[src/rtl/pipe_stage_skid_if.sv]
`default_nettype none
// ============================================================================
// Module   : pipe_stage_skid_if
// Purpose  : Valid/ready beat bus carrying LANES instruction/PC pairs.
//            master drives the beat and samples ready; slave does the reverse.
// Signals  : valid     beat valid
//            ready     receiver can take the beat
//            lane_vld  per-lane valid within the beat
//            ins       lane i at [i*INS_W +: INS_W]
//            pc        lane i at [i*PC_W  +: PC_W]
// Revision : 1.0  initial release
// ============================================================================
interface pipe_stage_skid_if #(
   parameter int LANES = 1,
   parameter int INS_W = 32,
   parameter int PC_W  = 32
);
   logic                   valid;
   logic                   ready;
   logic [LANES-1:0]       lane_vld;
   logic [LANES*INS_W-1:0] ins;
   logic [LANES*PC_W-1:0]  pc;

   modport master (output valid, output lane_vld, output ins, output pc, input ready);
   modport slave  (input valid, input lane_vld, input ins, input pc, output ready);
endinterface
`default_nettype wire

[src/rtl/pipe_stage_skid.sv]
`default_nettype none
// ============================================================================
// Module   : pipe_stage_skid
// Purpose  : Elastic pipeline stage with a 2-entry skid buffer. Carries LANES
//            instruction/PC pairs per beat; in_ready is registered. Supports
//            hold (freeze) and flush (bubble insert). Empty slots show NOP/PC 0.
// Ports    : clk        rising-edge clock
//            rstn       asynchronous active-low reset
//            flush      drop every buffered beat, bubble next cycle
//            hold       freeze: no accept, no pop, registers keep value
//            in_bus     upstream beat (slave side; ready is registered)
//            out_bus    downstream beat (master side)
//            stall_cnt  saturating count of cycles out valid but not taken
// Revision : 1.0  initial release
// ============================================================================
module pipe_stage_skid #(
   parameter int                LANES = 1,   // 1..4
   parameter int                INS_W = 32,
   parameter int                PC_W  = 32,
   parameter logic [INS_W-1:0]  NOP   = INS_W'(32'h0000_0013),
   parameter int                CNT_W = 16
) (
   input  wire logic             clk,
   input  wire logic             rstn,
   input  wire logic             flush,
   input  wire logic             hold,
   pipe_stage_skid_if.slave      in_bus,
   pipe_stage_skid_if.master     out_bus,
   output logic [CNT_W-1:0]      stall_cnt
);

   localparam logic [LANES*INS_W-1:0] c_BUB_INS   = {LANES{NOP}};
   localparam logic [LANES*PC_W-1:0]  c_BUB_PC    = '0;
   localparam logic [LANES-1:0]       c_BUB_VLD   = '0;
   localparam logic [CNT_W-1:0]       c_STALL_MAX = {CNT_W{1'b1}};

   // EMPTY: nothing held; ONE: main holds a beat; FULL: main and skid hold beats
   typedef enum logic [1:0] {
      S_EMPTY = 2'd0,
      S_ONE   = 2'd1,
      S_FULL  = 2'd2
   } state_t;

   state_t                 r_state;
   state_t                 w_nxt_state;
   logic                   r_in_ready;

   logic [LANES-1:0]       r_main_vld;
   logic [LANES*INS_W-1:0] r_main_ins;
   logic [LANES*PC_W-1:0]  r_main_pc;
   logic [LANES-1:0]       r_skid_vld;
   logic [LANES*INS_W-1:0] r_skid_ins;
   logic [LANES*PC_W-1:0]  r_skid_pc;
   logic [CNT_W-1:0]       r_stall_cnt;

   logic [LANES*INS_W-1:0] w_in_ins;
   logic [LANES*PC_W-1:0]  w_in_pc;
   logic                   w_out_valid;
   logic                   w_accept;
   logic                   w_pop;
   logic                   w_main_ld_in;
   logic                   w_main_ld_skid;
   logic                   w_main_clr;
   logic                   w_skid_ld_in;
   logic                   w_skid_clr;

   // Invalid lanes are normalised on entry so later stages never see stale data
   for (genvar gi = 0; gi < LANES; gi++) begin : g_lane
      assign w_in_ins[gi*INS_W +: INS_W] = in_bus.lane_vld[gi] ? in_bus.ins[gi*INS_W +: INS_W] : NOP;
      assign w_in_pc[gi*PC_W +: PC_W]    = in_bus.lane_vld[gi] ? in_bus.pc[gi*PC_W +: PC_W]    : '0;
   end

   assign w_out_valid = (r_state != S_EMPTY);
   assign w_accept    = in_bus.valid & r_in_ready & ~hold & ~flush;
   assign w_pop       = w_out_valid & out_bus.ready & ~hold;

   always_comb begin
      w_nxt_state    = r_state;
      w_main_ld_in   = 1'b0;
      w_main_ld_skid = 1'b0;
      w_main_clr     = 1'b0;
      w_skid_ld_in   = 1'b0;
      w_skid_clr     = 1'b0;
      if (flush) begin
         // flush overrides hold; a pop in this cycle still counts as delivered
         w_nxt_state = S_EMPTY;
         w_main_clr  = 1'b1;
         w_skid_clr  = 1'b1;
      end else if (!hold) begin
         case (r_state)
            S_EMPTY: begin
               if (w_accept) begin
                  w_nxt_state  = S_ONE;
                  w_main_ld_in = 1'b1;
               end
            end
            S_ONE: begin
               if (w_accept && w_pop) begin
                  w_main_ld_in = 1'b1;
               end else if (w_accept) begin
                  w_nxt_state  = S_FULL;
                  w_skid_ld_in = 1'b1;
               end else if (w_pop) begin
                  w_nxt_state = S_EMPTY;
                  w_main_clr  = 1'b1;
               end
            end
            S_FULL: begin
               // in_ready is low here, so only a pop can change anything
               if (w_pop) begin
                  w_nxt_state    = S_ONE;
                  w_main_ld_skid = 1'b1;
                  w_skid_clr     = 1'b1;
               end
            end
            default: begin
               w_nxt_state = S_EMPTY;
               w_main_clr  = 1'b1;
               w_skid_clr  = 1'b1;
            end
         endcase
      end
   end

   always_ff @(posedge clk or negedge rstn) begin
      if (!rstn) begin
         r_state    <= S_EMPTY;
         r_in_ready <= 1'b1;
         r_main_vld <= c_BUB_VLD;
         r_main_ins <= c_BUB_INS;
         r_main_pc  <= c_BUB_PC;
         r_skid_vld <= c_BUB_VLD;
         r_skid_ins <= c_BUB_INS;
         r_skid_pc  <= c_BUB_PC;
      end else begin
         r_state    <= w_nxt_state;
         // under hold the next state equals the current one, so ready is kept
         r_in_ready <= (w_nxt_state != S_FULL);

         if (w_main_clr) begin
            r_main_vld <= c_BUB_VLD;
            r_main_ins <= c_BUB_INS;
            r_main_pc  <= c_BUB_PC;
         end else if (w_main_ld_in) begin
            r_main_vld <= in_bus.lane_vld;
            r_main_ins <= w_in_ins;
            r_main_pc  <= w_in_pc;
         end else if (w_main_ld_skid) begin
            r_main_vld <= r_skid_vld;
            r_main_ins <= r_skid_ins;
            r_main_pc  <= r_skid_pc;
         end

         if (w_skid_clr) begin
            r_skid_vld <= c_BUB_VLD;
            r_skid_ins <= c_BUB_INS;
            r_skid_pc  <= c_BUB_PC;
         end else if (w_skid_ld_in) begin
            r_skid_vld <= in_bus.lane_vld;
            r_skid_ins <= w_in_ins;
            r_skid_pc  <= w_in_pc;
         end
      end
   end

   // Back-pressure statistic; flush does not clear it
   always_ff @(posedge clk or negedge rstn) begin
      if (!rstn) begin
         r_stall_cnt <= '0;
      end else if (w_out_valid && !out_bus.ready && !hold && (r_stall_cnt != c_STALL_MAX)) begin
         r_stall_cnt <= r_stall_cnt + 1'b1;
      end
   end

   assign in_bus.ready     = r_in_ready;
   assign out_bus.valid    = w_out_valid;
   assign out_bus.lane_vld = r_main_vld;
   assign out_bus.ins      = r_main_ins;
   assign out_bus.pc       = r_main_pc;
   assign stall_cnt        = r_stall_cnt;

endmodule
`default_nettype wire

[src/flat_wrapper.sv]
// flat-port wrapper written by rule: the top's interface ports become plain ports
module pipe_stage_skid_flat 
#(
   parameter int                LANES = 1,          
   parameter int                INS_W = 32,
   parameter int                PC_W  = 32,
   parameter logic [INS_W-1:0]  NOP   = INS_W'(32'h0000_0013),
   parameter int                CNT_W = 16
)
  (clk, rstn, flush, hold, stall_cnt, in_bus_valid, in_bus_lane_vld, in_bus_ins, in_bus_pc, in_bus_ready, out_bus_valid, out_bus_lane_vld, out_bus_ins, out_bus_pc, out_bus_ready);
  pipe_stage_skid_if #(.LANES(LANES), .INS_W(INS_W), .PC_W(PC_W)) in_bus_i ();
  pipe_stage_skid_if #(.LANES(LANES), .INS_W(INS_W), .PC_W(PC_W)) out_bus_i ();
  input  wire logic clk;
  input  wire logic rstn;
  input  wire logic flush;
  input  wire logic hold;
  output logic [CNT_W-1:0] stall_cnt;
  input wire logic [$bits(in_bus_i.valid)-1:0] in_bus_valid;
  input wire logic [$bits(in_bus_i.lane_vld)-1:0] in_bus_lane_vld;
  input wire logic [$bits(in_bus_i.ins)-1:0] in_bus_ins;
  input wire logic [$bits(in_bus_i.pc)-1:0] in_bus_pc;
  output wire logic [$bits(in_bus_i.ready)-1:0] in_bus_ready;
  output wire logic [$bits(out_bus_i.valid)-1:0] out_bus_valid;
  output wire logic [$bits(out_bus_i.lane_vld)-1:0] out_bus_lane_vld;
  output wire logic [$bits(out_bus_i.ins)-1:0] out_bus_ins;
  output wire logic [$bits(out_bus_i.pc)-1:0] out_bus_pc;
  input wire logic [$bits(out_bus_i.ready)-1:0] out_bus_ready;
  assign in_bus_i.valid = in_bus_valid;
  assign in_bus_i.lane_vld = in_bus_lane_vld;
  assign in_bus_i.ins = in_bus_ins;
  assign in_bus_i.pc = in_bus_pc;
  assign in_bus_ready = in_bus_i.ready;
  assign out_bus_valid = out_bus_i.valid;
  assign out_bus_lane_vld = out_bus_i.lane_vld;
  assign out_bus_ins = out_bus_i.ins;
  assign out_bus_pc = out_bus_i.pc;
  assign out_bus_i.ready = out_bus_ready;
  pipe_stage_skid #(.LANES(LANES), .INS_W(INS_W), .PC_W(PC_W), .NOP(NOP), .CNT_W(CNT_W)) u_core (.clk(clk), .rstn(rstn), .flush(flush), .hold(hold), .in_bus(in_bus_i), .out_bus(out_bus_i), .stall_cnt(stall_cnt));
endmodule
[config.mk]
export PLATFORM = sky130hd
export DESIGN_NAME = pipe_stage_skid_flat
export DESIGN_NICKNAME = d
export VERILOG_FILES = /design/src/rtl/pipe_stage_skid_if.sv /design/src/rtl/pipe_stage_skid.sv /design/src/flat_wrapper.sv
export SDC_FILE = /design/constraint.sdc
export NUM_CORES = 1
export LEC_CHECK = 0
export BUFFER_PORTS_ARGS = -buffer_cell sky130_fd_sc_hd__buf_4
export CORE_MARGIN = 2
export CORE_UTILIZATION = 49
export CTS_CLUSTER_SIZE = 30
export DETAILED_ROUTE_END_ITERATION = 8
export HOLD_SLACK_MARGIN = 0.06
export PLACE_DENSITY = 0.82
export SKIP_LAST_GASP = 1
export SYNTH_ARGS = -nofsm -noshare
export SYNTH_HDL_FRONTEND = slang
export SYNTH_SLANG_ARGS = --single-unit
export TNS_END_PERCENT = 5
[constraint.sdc]
create_clock -name clk -period 1.75 [get_ports clk]
set_clock_uncertainty 0.05 [all_clocks]
set_input_delay 0.175 -clock clk [delete_from_list [all_inputs] [get_ports clk]]
set_output_delay 0.175 -clock clk [all_outputs]
set_load 0.05 [all_outputs]
---- Word-level counts from Yosys, hierarchy flattened ----
Index checks and enable logic that the tools add are counted.
storage, ports and cells
  output and inout bits ................... 83
  register bits ........................... 149
  logic and storage cells ................. 79
cells by class
  muxes and demuxes ....................... 46
  eq/ne operators ......................... 4
  bitwise operators ....................... 7
  reductions and logical operators ........ 12
  add/subtract/negate cells ............... 1
operators with widths
  operator                                                         number
  32-bit 2-to-1 mux                                                12
  1-bit 2-to-1 mux                                                 23
  16-bit by 1-bit adder with 16-bit output, second input constant  1
  16-bit inequality test, second input constant                    1
  2-bit 2-to-1 mux                                                 7
  1-bit case mux with 2 select lines                               3
  2-bit case mux with 3 select lines                               1
  1-bit AND                                                        5
  1-bit logical AND                                                4
  2-bit nonzero test                                               2
  2-bit OR reduction                                               2
  3-bit nonzero test                                               1
  2-bit by 1-bit == test with 1-bit output, second input constant  1
  2-bit == test, second input constant                             1
  1-bit logical NOT                                                2
  2-bit logical NOT                                                1
  2-bit inequality test, second input constant                     1
  1-bit inverter                                                   2

---- Logic depth before layout (Yosys ltp) ----
Gate-level depths: netlist of run 1.
  word-level depth ........................ 10
  gate-level depth with buffers ........... 8
  mapped depth without buffers ............ 5

---- Worst setup path after synthesis of run 1 ----
Ideal clock, no wire load.
  path kind ............................... register to register
  from .................................... register u_core.r_stall_cnt[0], in the netlist u_core.stall_cnt[0]
  to ...................................... register u_core.r_stall_cnt[1], in the netlist u_core.stall_cnt[1]
  library setup time ...................... 0.125 ns
  data arrival time ....................... 2.108 ns
  path slack .............................. -0.532 ns
  path buffers ............................ 0
  cell stages (with the launch flop) ...... 6
  required time ........................... 1.575 ns
  cells stage by stage .................... dfrtp_1 ha_1 nand4_1 nor4_2 nor2_1 mux2_2
between the ends
  longest elaborated chain between the ends .. 2
  elaborated cells between the ends (all ways) .. 3
ends and longest elaborated chain
  item                                                                                              RTL line                RTL
  start: declaration                                                                                pipe_stage_skid.sv:54   logic [CNT_W-1:0] r_stall_cnt;
  start signal: assignment                                                                          pipe_stage_skid.sv:171  r_stall_cnt <= r_stall_cnt + 1'b1;
  parallel branches: the longest is 2 deep, another holds 16-bit by 1-bit adder with 16-bit output  n/a
Parallel ways; which one is timed is not known.
A chain may end at the register's enable or synchronous reset.

---- Worst setup path after layout of run 1 ----
  from .................................... register u_core.r_in_ready, in the netlist u_core.in_bus.ready
  to ...................................... register u_core.r_skid_ins[27]
between the ends
  longest elaborated chain between the ends .. 9
  elaborated cells between the ends (all ways) .. 10
ends and longest elaborated chain
  item                                                          RTL line                                       RTL
  start: declaration                                            pipe_stage_skid.sv:46                          logic r_in_ready;
  start signal: assignment                                      pipe_stage_skid.sv:138                         r_in_ready <= (w_nxt_state != S_FULL);
  1-bit AND (*) (3 in a row)                                    pipe_stage_skid.sv:74                          assign w_accept = in_bus.valid & r_in_ready & ~hold & ~flush;
  1-bit 2-to-1 mux / 1-bit logical AND (equally long branches)  pipe_stage_skid.sv:100, pipe_stage_skid.sv:98
  1-bit 2-to-1 mux (*)                                          pipe_stage_skid.sv:98                          if (w_accept && w_pop) begin
  1-bit 2-to-1 mux (*)                                          pipe_stage_skid.sv:90                          case (r_state)
  1-bit 2-to-1 mux (*)                                          pipe_stage_skid.sv:89                          end else if (!hold) begin
  1-bit 2-to-1 mux (*)                                          pipe_stage_skid.sv:84                          if (flush) begin
  2-bit nonzero test (no source line) (*)                       n/a
  end signal: assignment                                        pipe_stage_skid.sv:133                         r_skid_ins <= c_BUB_INS;
  end signal: assignment                                        pipe_stage_skid.sv:156                         r_skid_ins <= c_BUB_INS;
  end signal: assignment                                        pipe_stage_skid.sv:160                         r_skid_ins <= w_in_ins;
  end: declaration                                              pipe_stage_skid.sv:52                          logic [LANES*INS_W-1:0] r_skid_ins;
Every way passes the cells marked *; elsewhere a longest branch is shown, timed or not.

==> results.ini, run 1 <==
[outcome]
status = finished, violations left
violations = setup timing

[min_path]
hp-class = in2reg
holdPathStages = 3

[yosys]
synth_top_family_by_area = compound AO/OA/AOI/OAI gates
synth.ff_latch_count = 149
synth_warnings = 0
netlist_top_cells_area = dfrtp_1 (50%), a221oi_1 (7.7%), a22o_1 (7.6%)
ys_seq_area_share_pct = 53.0
yosysTopAreaCell = dfrtp_1
synthXorXnorAreaFrac_pct = 1.62
synth-simple-area-share_pct = 8.63
synth_edf_count = 0
synthArstFlopShare_pct = 100
avgSynthCellArea_sq_um = 11.0
syn_nets = 715
yosys-mux-area-fraction_pct = 0.888
syn_area_sq_um = 7050
synthDistinctLibCells = 46
synth-compound-area-share_pct = 30.4
synth.top_cell.area_share_pct = 50.4
synth_flop_cell = dfrtp_1
ys_top_cells_by_count = dfrtp_1 (142), nor2_1 (67), a31oi_1 (64)
synth_fa_ha_area_share_pct = 0.178
syn_inst = 643
yosysMostFrequentCell = dfrtp_1

[grt]
grt_use_total_pct = 31.0
grt_pass1_vias = 6903
grt_pass1_wl_um = 36500
antenna_found_initial = 0
grt_start_max_net_pins = 47
grt_remaining_overflow = 0

[pwr]
leakage_nw = 4.57
power_density_nw_per_um2 = 899
totalPowerFinal_mw = 9.23
ir_drop_mv = 0.853

[routing]
highest_layer = met4
dr_wl_met2_um = 11700
wl_met3_um = 1900
viasPerCell = 6.72
num_vias = 7086
dr.pass1.iters = 7
wirelength_met1_um = 9390
wl_per_cell_um = 22.7
drt_iter0_drc = 865
drt_wl_total_um = 24000
ant_nets = 0
drc = 0

[floorplan]
io_pins = 154
core_sq_um = 14000
rows = 43
fp.dieW_um = 124
die_y_um = 124
dieArea_sq_um = 15400
initial_core_util_pct = 50.4

[clock_tree]
cts_tree = built
cts_buffers = 17
insertion_delay_ns = 0.42
htreeDepth = 4
ctsRootBufferMaster = clkbuf_16
clockBufferDepth = 2
clock_sinks = 149
clk_pin_slew_ns = 0.06

[finish]
multi_input_area_sq_um = 3110
insertedDiodeCount = 0
postLayoutCellArea_sq_um = 10300
fill_cells = 868
register_area_sq_um = 3760
finalNonFillerCells = 1055
area_delta_synth_final_pct = 45.6
drive_gt1_share_pct = 33.7
finish.utilization_pct = 73.4
nets = 934

[sta]
final-hold-violation-count = 0
worst_pin_slew_ns = 0.474
finalHoldWorstSlack_ns = 0.122
rsz0062_at_grt = yes
fin_crit_sh_pct = 118
slew_headroom_pct = 68.4
drv_slew = 0
tns_ns = -31.35
worst_slack_ns = -0.310
setup_viol_count_final = 131
fmax_mhz = 486
finalCriticalPeriod_ns = 2.06

[placement]
post-place-ws_ns = -0.252
io_buffers = 153
placed_area_sq_um = 8770
dp_hpwl_um = 13900
gp_congestion = 0.822
dp.cells = 950

[critical_path]
start_kind = flop
crit_fanout = 10
crit_required_ns = 2.04
endpoint_kind = flop
crit_type = reg2reg
arrival_ns = 2.35
r2r_cells = 6

[job]
cap_viol_max_count = 0

worst paths after layout:
kind / end / startpoint / slack [ns]
worst max-delay path: u_core.r_skid_ins[27] / u_core.in_bus.ready / -0.31
worst min-delay path: u_core.in_bus.ready / flush / 0.12
worst max register to register: u_core.r_skid_ins[27] / u_core.in_bus.ready / -0.31
min in group asynchronous: u_core.stall_cnt[12] / rstn / 0.21
worst min register to register: u_core.r_skid_vld / u_core.r_skid_vld / 0.44
max in group asynchronous: u_core.out_bus.ins[1] / rstn / 0.79
routing by layer:
metal / GRT usage (%) / up-vias
met5: 0 / -
met4: 15.0 / 0
met3: 6.23 / 113
met2: 50.2 / 488
met1: 40.1 / 3516
li1: - / 2969
placed cells by master, fill, tap and decap left out, types with 4 or more instances in the layout:
master,instances
xor2_1,12
buf_6,4
dlygate4sd3_1,66
dfstp_2,7
nand2_1,9
nand4_1,6
dfrtp_2,16
nor4_1,5
nor2b_1,4
a221oi_1,49
a21oi_1,4
buf_12,17
clkbuf_16,19
nand3_1,4
a31oi_1,64
nor2_1,67
mux2i_1,4
a22o_1,61
a221oi_2,13
dfrtp_1,126
o31a_1,61
inv_1,6
nor3_1,5
and2_1,4
buf_4,186
cell type report:
type | count | share of cell area, %
clock buffer | 20 | 4.45
clock inverter | 12 | 1.50
tap | 180 | 2.19
timing repair buffer | 277 | 24.7
sequential | 149 | 36.6
multi-input combinational | 411 | 30.3
inverter | 6 | 0.219
power by group:
group          leakage (nW)  switching [mW]  internal [mW]  total (mW)
clock                 0.292            1.49           2.32        3.80
sequential             2.00           0.111           3.58        3.70
combinational          2.28            1.09          0.643        1.73
flip-flops by register name, summed over array words and instances (netlist names):
register                 cells
u_core.r_skid_pc            32
u_core.in_bus.ready          1
u_core.r_skid_ins           32
u_core.r_state               2
u_core.stall_cnt            16
u_core.out_bus.pc           32
u_core.out_bus.lane_vld      1
u_core.r_skid_vld            1
u_core.out_bus.ins          32
worst max-delay path, stage by stage (launching register included):
cell and delay [ns]:
dfstp_2 0.56, nand4bb_4 0.12, or4b_4 0.52, nor3b_4 0.22, buf_6 0.17, buf_12 0.14
a22o_1 0.18
logic make-up (layout without fill, tap and decap cells):
logic type               count (synthesis)  in the layout
AO/OA/AOI/OAI                          267            267
adder cells (fa/ha/maj)                  1              1
AND/OR/NAND/NOR                        124            124
multiplexers                             6              6
XOR/XNOR                                13             13
buffers and inverters                   83            315
flip-flops                             149            149
repair_timing:
| item | 4_1_cts | 5_1_grt |
|---|---|---|
| resized for setup | 4 | 18 |
| hold endpoints to repair | 193 | 0 |
| setup buffers | 2 | 2 |
| pin swaps | 1 | 17 |
| gates cloned | 1 | 2 |
| hold buffers | 66 | 0 |
| setup endpoints to repair | 132 | 139 |
(Power assumes the default switching activity.)
==> inputs of run 2 (changes only) <==
--- a/config.mk
+++ b/config.mk
@@ -6,8 +6,10 @@
 export NUM_CORES = 1
 export LEC_CHECK = 0
 export BUFFER_PORTS_ARGS = -buffer_cell sky130_fd_sc_hd__buf_4
+export CELL_PAD_IN_SITES_DETAIL_PLACEMENT = 1
+export CELL_PAD_IN_SITES_GLOBAL_PLACEMENT = 1
 export CORE_MARGIN = 2
-export CORE_UTILIZATION = 49
+export CORE_UTILIZATION = 38
 export CTS_CLUSTER_SIZE = 30
 export DETAILED_ROUTE_END_ITERATION = 8
 export HOLD_SLACK_MARGIN = 0.06
==> run 2 against run 1 <==
Effect of this change: the flow finishes with violations (DRC, setup timing); clock power rose by 7.1%; total power rose by 4.1%; critical endpoint is now u_core.out_bus.ins[10]; critical path depth rose by 1; sequential share of layout area fell by 0.90 points; global-route usage fell by 3.7 points; wire length rose by 19%; first-iteration DRC count fell by 25%; clock-buffer cell count fell by 1; sequential power barely moved; flip-flop and latch count did not move.
==> results.ini, run 2 (synthesis gave the netlist of run 1 again) <==
[outcome]
status = finished, violations left
violations = DRC, setup timing

[clock_tree]
insertion_delay_ns = 0.43
clock_sinks = 149
clockBufferDepth = 2
clk_pin_slew_ns = 0.07
cts_tree = built
htreeDepth = 4
ctsRootBufferMaster = clkbuf_16
cts_buffers = 17

[sta]
worst_slack_ns = -0.424
rsz0062_at_grt = yes
drv_slew = 0
setup_viol_count_final = 134
final-hold-violation-count = 0
fmax_mhz = 460
tns_ns = -34.95
worst_pin_slew_ns = 0.534
finalCriticalPeriod_ns = 2.17
slew_headroom_pct = 64.4
fin_crit_sh_pct = 124

[critical_path]
critical_path.startpoint = u_core.in_bus.ready
worst-path-stages = 7
critPathSlowestCell = dfstp_2
r2r_slack_ns = -0.42
crit_required_ns = 1.99
path_cells = nand4bb_4 > buf_6 > nor3_4 > buf_6 > clkbuf_16 > a31oi_1 > a221oi_1
reg2reg_from = u_core.in_bus.ready
r2r_end = u_core.out_bus.ins[10]
crit_path_end = u_core.out_bus.ins[10]
start_kind = flop
endpoint_kind = flop
arrival_ns = 2.41
cpMostUsedCell = buf_6
crit_buf_inv = 3
crit_path_max_incr_delay_ns = 0.56
crit_type = reg2reg
cp_top_family = compound AO/OA/AOI/OAI gates
r2r_cells = 7
crit_fanout = 10

[min_path]
hp-start = flush
hp-class = in2reg

[floorplan]
core_sq_um = 18100
die_y_um = 140
rows = 49
initial_core_util_pct = 39.0
dieArea_sq_um = 19600
io_pins = 154
fp.dieW_um = 140

[placement]
dp_hpwl_um = 15700
gp_congestion = 0.811
io_buffers = 153
dp.cells = 1000

[grt]
antenna_found_initial = 0
met2_usage_pct = 46.3
grt_remaining_overflow = 0
gr-usage-met3_pct = 4.44
grt_use_total_pct = 27.3
grt_util_met1_pct = 34.4
grt_pass1_vias = 7454
grt_pass1_wl_um = 42300
grt-busiest-layer = met2
grt_start_max_net_pins = 56

[finish]
final_common_cell = buf_4
final_cell_mix = buf_4 (189), dfrtp_1 (126), nor2_1 (67), dlygate4sd3_1 (66)
finalNonFillerCells = 1113
drive_gt1_share_pct = 34.7
insertedDiodeCount = 0
finish.utilization_pct = 58.2
area_delta_synth_final_pct = 49.3
nets = 943
fill_cells = 1866

[pwr]
power_density_nw_per_um2 = 913
ir_drop_mv = 0.809
totalPowerFinal_mw = 9.60
leakage_nw = 4.67

[routing]
dr.pass1.iters = 8
drt_iter0_drc = 653
drc = 9
viasPerCell = 6.36
drt_wl_total_um = 28600
num_vias = 7079
ant_nets = 0
wl_per_cell_um = 25.7

[job]
cap_viol_max_count = 0

==> run 2: timing repair <==
action                     CTS  global route
gates resized for setup      3            24
setup endpoints to repair  134           139
setup buffers                3             4
hold buffers                66             0
hold endpoints to repair   190             0
pin swaps                    6             9
cloned                       1             7
==> run 2: how the worst min path moves through the flow <==
stage / endpoint / slack [ns] / cells after the start
6_report: u_core.in_bus.ready / 0.11 / 3
3_3_place_gp: u_core.out_bus.ins[11] / 0.08 / 1
4_1_cts: u_core.in_bus.ready / 0.09 / 3
5_1_grt: u_core.in_bus.ready / 0.12 / 3
2_1_floorplan: u_core.out_bus.ins[10] / -0.17 / 0
3_5_place_dp: u_core.r_skid_ins[11] / 0.09 / 1
==> run 2: per-layer routing <==
layer / wire length (um) / vias to the layer above
li1: - / 2994
met2: 14200 / 398
met4: 1010 / 0
met5: 0 / -
met1: 11400 / 3607
met3: 2010 / 80
==> run 2: cell type report <==
type	instances	area (sq um)	area share, %
Tap cell	229	287	2.72
Clock buffer	19	453	4.30
Sequential cell	149	3760	35.7
Inverter	6	22.5	0.214
Clock inverter	13	194	1.84
Timing Repair Buffer	286	2670	25.3
Multi-Input combinational cell	411	3140	29.9
==> run 2: worst reg2reg max path, delay by kind of cell, from the launching register on <==
| family | cells | cell delay, ns |
|---|---|---|
| compound gates | 2 | 0.58 |
| buf+inv | 3 | 0.52 |
| simple gates | 2 | 0.33 |
| flops | 1 | 0.56 |
==> run 2: where the power goes <==
part	switching (mW)	leakage [nW]	total (mW)	internal (mW)
clock	1.58	0.315	4.07	2.48
combinational	1.16	2.35	1.84	0.681
sequential	0.113	2.00	3.70	3.58
==> run 2: stage by stage <==
step                setup slack, ns  area (sq um)  hold WS, ns
floorplan                    -0.324          7090       -0.171
global placement             -0.237          8840       0.0759
detailed placement           -0.311          8840       0.0855
CTS                          -0.330         10200       0.0931
global route                 -0.464         10500        0.119
finish                       -0.424         10500        0.111
